**src/rtl/game_timer_ctrl.sv**
```systemverilog
// Game timer controller: start/pause/resume FSM, tick prescaler, saturating countdown with bonus time.
// Optional low-time blink indicator is built only when GAME_TIMER_WARN_EN is defined.
module game_timer_ctrl #(
    parameter int unsigned TIME_W       = 8,
    parameter int unsigned INIT_TIME    = 60,
    parameter int unsigned MAX_TIME     = 99,
    parameter int unsigned CLK_PER_TICK = 50,
    parameter int unsigned WARN_TIME    = 10
) (
    input  logic              clk,
    input  logic              reset,
    input  logic              startN,
    input  logic              pause_req,
    input  logic              add_time,
    input  logic [TIME_W-1:0] add_val,
    output logic [TIME_W-1:0] time_left,
    output logic              tick,
    output logic              running,
    output logic              paused,
    output logic              end_count,
    output logic              warn
);

    localparam int unsigned PRE_W = $clog2(CLK_PER_TICK);
    localparam int unsigned SUM_W = TIME_W + 1;
    localparam logic [PRE_W-1:0]  PRE_LAST = PRE_W'(CLK_PER_TICK - 1);
    localparam logic [TIME_W-1:0] INIT_VAL = TIME_W'(INIT_TIME);
    localparam logic [TIME_W-1:0] MAX_VAL  = TIME_W'(MAX_TIME);
    localparam logic [SUM_W-1:0]  MAX_SUM  = SUM_W'(MAX_TIME);

    typedef enum logic [1:0] {IDLE, RUN, PAUSE, OFF} stateT;

    stateT             state, stateNext;
    logic [PRE_W-1:0]  prescaler, preNext;
    logic [TIME_W-1:0] timeNext;
    logic [SUM_W-1:0]  sum;
    logic              tickNext;

    // Next-state, prescaler and countdown arithmetic
    always_comb begin
        stateNext = state;
        preNext   = prescaler;
        timeNext  = time_left;
        tickNext  = 1'b0;
        sum       = '0;
        case (state)
            IDLE, OFF: begin
                if (!startN) begin
                    timeNext  = INIT_VAL;
                    preNext   = '0;
                    stateNext = (INIT_TIME == 0) ? OFF : RUN;
                end
            end
            RUN: begin
                if (pause_req) begin
                    stateNext = PAUSE;
                end else if (prescaler == PRE_LAST) begin
                    preNext  = '0;
                    tickNext = 1'b1;
                end else begin
                    preNext = prescaler + PRE_W'(1);
                end
            end
            PAUSE: begin
                if (pause_req) begin
                    stateNext = RUN;
                end
            end
            default: stateNext = IDLE;
        endcase

        // Decrement and bonus are combined one bit wider, then clamped to the ceiling
        if (state == RUN || state == PAUSE) begin
            sum = {1'b0, time_left} - SUM_W'(tickNext)
                + (add_time ? {1'b0, add_val} : SUM_W'(0));
            timeNext = (sum > MAX_SUM) ? MAX_VAL : sum[TIME_W-1:0];
            if (tickNext && timeNext == '0) begin
                stateNext = OFF;
            end
        end
    end

    always_ff @(posedge clk) begin
        if (reset) begin
            state     <= IDLE;
            prescaler <= '0;
            time_left <= '0;
            tick      <= 1'b0;
            running   <= 1'b0;
            paused    <= 1'b0;
            end_count <= 1'b0;
        end else begin
            state     <= stateNext;
            prescaler <= preNext;
            time_left <= timeNext;
            tick      <= tickNext;
            running   <= (stateNext == RUN);
            paused    <= (stateNext == PAUSE);
            end_count <= (stateNext == OFF);
        end
    end

`ifdef GAME_TIMER_WARN_EN
    localparam logic [TIME_W-1:0] WARN_VAL = TIME_W'(WARN_TIME);

    logic warnNext, inWinNow, inWinNext;

    // Blink inside the low-time window: set on entry, toggle per tick, hold while paused
    always_comb begin
        inWinNow  = (time_left != '0) && (time_left <= WARN_VAL);
        inWinNext = ((stateNext == RUN) || (stateNext == PAUSE))
                  && (timeNext != '0) && (timeNext <= WARN_VAL);
        warnNext  = 1'b0;
        if (inWinNext) begin
            if (!inWinNow) begin
                warnNext = 1'b1;
            end else if (tickNext) begin
                warnNext = ~warn;
            end else begin
                warnNext = warn;
            end
        end
    end

    always_ff @(posedge clk) begin
        if (reset) begin
            warn <= 1'b0;
        end else begin
            warn <= warnNext;
        end
    end
`else
    // Indicator absent in this build; the threshold parameter has no effect
    assign warn = 1'b0 && (WARN_TIME != 0);
`endif

endmodule

```
**config.mk**
```make
export PLATFORM = sky130hd
export DESIGN_NAME = game_timer_ctrl
export DESIGN_NICKNAME = d
export VERILOG_FILES = /design/src/rtl/game_timer_ctrl.sv
export SDC_FILE = /design/constraint.sdc
export NUM_CORES = 1
export LEC_CHECK = 0
export BUFFER_PORTS_ARGS = -buffer_cell sky130_fd_sc_hd__buf_2
export CAP_MARGIN = 20
export CELL_PAD_IN_SITES_DETAIL_PLACEMENT = 0
export CELL_PAD_IN_SITES_GLOBAL_PLACEMENT = 1
export CORE_UTILIZATION = 37
export DETAILED_ROUTE_END_ITERATION = 6
export PLACE_DENSITY = 0.75
export SETUP_SLACK_MARGIN = 0.3
export SLEW_MARGIN = 20
export SYNTH_ARGS = -nofsm -noshare
export SYNTH_HDL_FRONTEND = slang
export SYNTH_SLANG_ARGS = --single-unit
```
**constraint.sdc**
```tcl
create_clock -name clk -period 3.2 [get_ports clk]
set_input_delay 0.48 -clock clk [delete_from_list [all_inputs] [get_ports clk]]
set_output_delay 0.48 -clock clk [all_outputs]
set_load 0.03 [all_outputs]
```
==> run_results.csv <==
group,metric,value,unit
status,outcome,"completed",
clock_tree,clkTransAtPathRegs,0.08,ns
logic_synthesis,synthesis.instances,213,
global_routing,grt_overflow_total,0,
logic_synthesis,synthDistinctLibCells,45,
place,placed_cells,304,
floorplanning,io_pins,26,
timing,clock_skew,0.008342,ns
layout,nets,302,
logic_synthesis,synthFlopType,"dfxtp_1",
logic_synthesis,syn_area,0.001647,sq mm
logic_synthesis,yosysSeqAreaShare,24.32,%
timing,fmax,326.9,MHz
timing,finalSetupViolCount,0,
routing,wl_per_cell,12.37,um
global_routing,grt_usage,18.17,%
place,io_buffers,24,
clock_tree,clock_latency,0.26,ns
timing,layout_min_cycle_time,3.059,ns
routing,ant_nets,0,
logic_synthesis,synth.net_count,247,
logic_synthesis,synth_top_area_share,24.32,%
routing,first_iter_violations,84,
global_routing,antenna_found_initial,0,
pwr,powerDensity,699.5,mW/mm^2
clock_tree,cts_max_level,1,
layout,drive_above_1_share,35.21,%
layout,fin_cells,317,
critical_path,cp-end-kind,"flop",
logic_synthesis,synth-edff-count,0,
critical_path,crit_type,"reg2reg",
routing,vias,1619,
timing,post-route-period-util,95.59,%
floorplanning,rows,23,
logic_synthesis,synthTopCellsByArea,"dfxtp_1, ha_1, inv_1, nor2_1, nand2_1",
timing,relSlewSlack,59.82,%
run,maxCapViolCount,0,
global_routing,grt_pass1_vias,1441,
critical_path,required,3.40,ns
layout,fin_util,54.71,%
pwr,p_leak,1.037,nW
clock_tree,tritoncts_num_sinks,20,
logic_synthesis,yosys.cell_count.top_type,"inv_1",
floorplanning,dieArea,0.004721,sq mm
place,gp_congestion,0.8084,
timing,drv_slew,0,
global_routing,grt_max_degree,14,
logic_synthesis,yosysTopAreaCell,"dfxtp_1",
logic_synthesis,synth_top_cells_by_count,"inv_1, dfxtp_1, ha_1",
critical_path,rrSetupSlack,0.14,ns
timing,max_slew.worst_pin.slew,0.6027,ns
floorplanning,core_area,0.004144,sq mm
critical_path,arrival,3.26,ns
clock_tree,cts_root_buffer,"clkbuf_8",
place,dpl.hpwl,3050,um
critical_path,cp_max_fo,3,
critical_path,crit_path_start_kind,"flop",
timing,hold_violations,0,
layout,n_antenna_cell,0,
floorplanning,die_width,68.71,um
layout,stdcell_area,0.002267,sq mm
layout,syn2layout_area_growth,37.69,%
clock_tree,tritoncts,"yes",
place,postPlaceCellArea,0.002034,sq mm
clock_tree,clockBufferDepth,2,
routing,firstDrtPassIters,4,
pwr,power.total,1.586,mW
logic_synthesis,yosys_warnings,0,
timing,hold_slack,0.4825,ns
pwr,ir_drop,0.2895,mV
floorplanning,die-height,68.71,um
hold_path,hp-class,"reg2reg",
routing,drt-total-wl,3921,um
global_routing,grt_pass1_wl,6444,um
logic_synthesis,ys_ff_latch,20,
floorplanning,start_util,39.73,%
routing,vias_per_cell,5.107,
clock_tree,cts_buffers,3,
logic_synthesis,async_reset_ff_share,0,%
timing,rsz0062_at_grt,"true",
logic_synthesis,synth_area_per_cell,7.730,sq um
routing,drc,0,
worst paths after layout:
| check | startpoint | end | depth (start not counted) |
|---|---|---|---|
| max | state[1] | time_left[4] | 15 |
| min | time_left[7] | time_left[7] | 2 |
| min reg2reg | time_left[7] | time_left[7] | 2 |
| max reg2reg | state[1] | time_left[4] | 15 |
through the flow:
stage	setup slack (ns)	setup TNS, ns
after floorplan	0.1343	0
after global placement	-0.02436	-0.02436
after detailed placement	-0.03731	-0.08150
after CTS	0.1483	0
after global routing	0.04212	0
final	0.1413	0
registers in the layout (all words and copies together) (netlist names):
name,cells
tick,1
state,2
time_left,8
prescaler,6
end_count,1
running,1
paused,1
per-layer routing:
| layer | track usage (%) | vias to the layer above | wire, um | share of wire, % |
|---|---|---|---|---|
| met3 | 3.947 | 6 | 145 | 3.7 |
| met4 | 3.571 | 0 | 64 | 1.6 |
| met5 | 0 | - | 0 | 0 |
| li1 | - | 847 | - | - |
| met1 | 25.59 | 729 | 2055 | 52 |
| met2 | 28.31 | 37 | 1656 | 42 |
placed cells by master, fill, tap and decap left out, types with 4 or more instances in the layout:
cell and count:
nand4_1 4, a21oi_1 10, xor2_1 5, nor2_1 17
dfxtp_1 17, ha_1 16, o21ai_0 6, nand2b_1 4
inv_1 32, buf_2 24, o21a_1 4, nand2_1 15
ha_4 4, nand3_1 5, buf_4 31, clkbuf_8 4
kinds of logic (layout without fill, tap and decap cells):
family | Yosys count | after routing | synth area share [%]
compound gates | 48 | 48 | 21.13
xor+xnor | 7 | 7 | 3.723
fa+ha+maj | 21 | 21 | 16.41
buf+inv | 41 | 95 | 10.49
flops | 20 | 20 | 24.32
other cells | 1 | 1 | 0.2277
simple gates | 75 | 75 | 23.71
power by group:
group	total, mW	leakage, nW	internal, mW	switching [mW]
sequential	0.313	0.165	0.286	0.0273
combinational	1.08	0.843	0.498	0.583
clock	0.192	0.0288	0.109	0.0825
total	1.59	1.04	0.893	0.693
worst max-delay path: stages, from the launching register on:
cell and delay [ns]:
dfxtp_2 0.34, inv_2 0.05, ha_4 0.15, nor2b_4 0.12, and2_4 0.16, ha_4 0.25
inv_2 0.03, ha_4 0.15, fa_2 0.36, a211oi_4 0.22, buf_4 0.16, nor2_4 0.05
a311oi_4 0.24, a211oi_2 0.09, or4b_1 0.49, a21oi_1 0.13
timing repair:
item / 4_1_cts / 5_1_grt
setup buffers: 8 / 1
gates resized for setup: 11 / 13
setup endpoints to repair: 12 / 12
gates cloned: 0 / 0
pin swaps: 17 / 7
hold buffers: 0 / 0
final cells by class:
class	instances	area (sq um)
Timing Repair Buffer	56	364.1
Clock buffer	4	55.05
Multi-Input combinational cell	152	1250
Inverter	35	131.4
Fill cell	415	1877
Sequential cell	20	404.1
Tap cell	50	62.56
No activity file was read; power rests on OpenSTA's default activity.
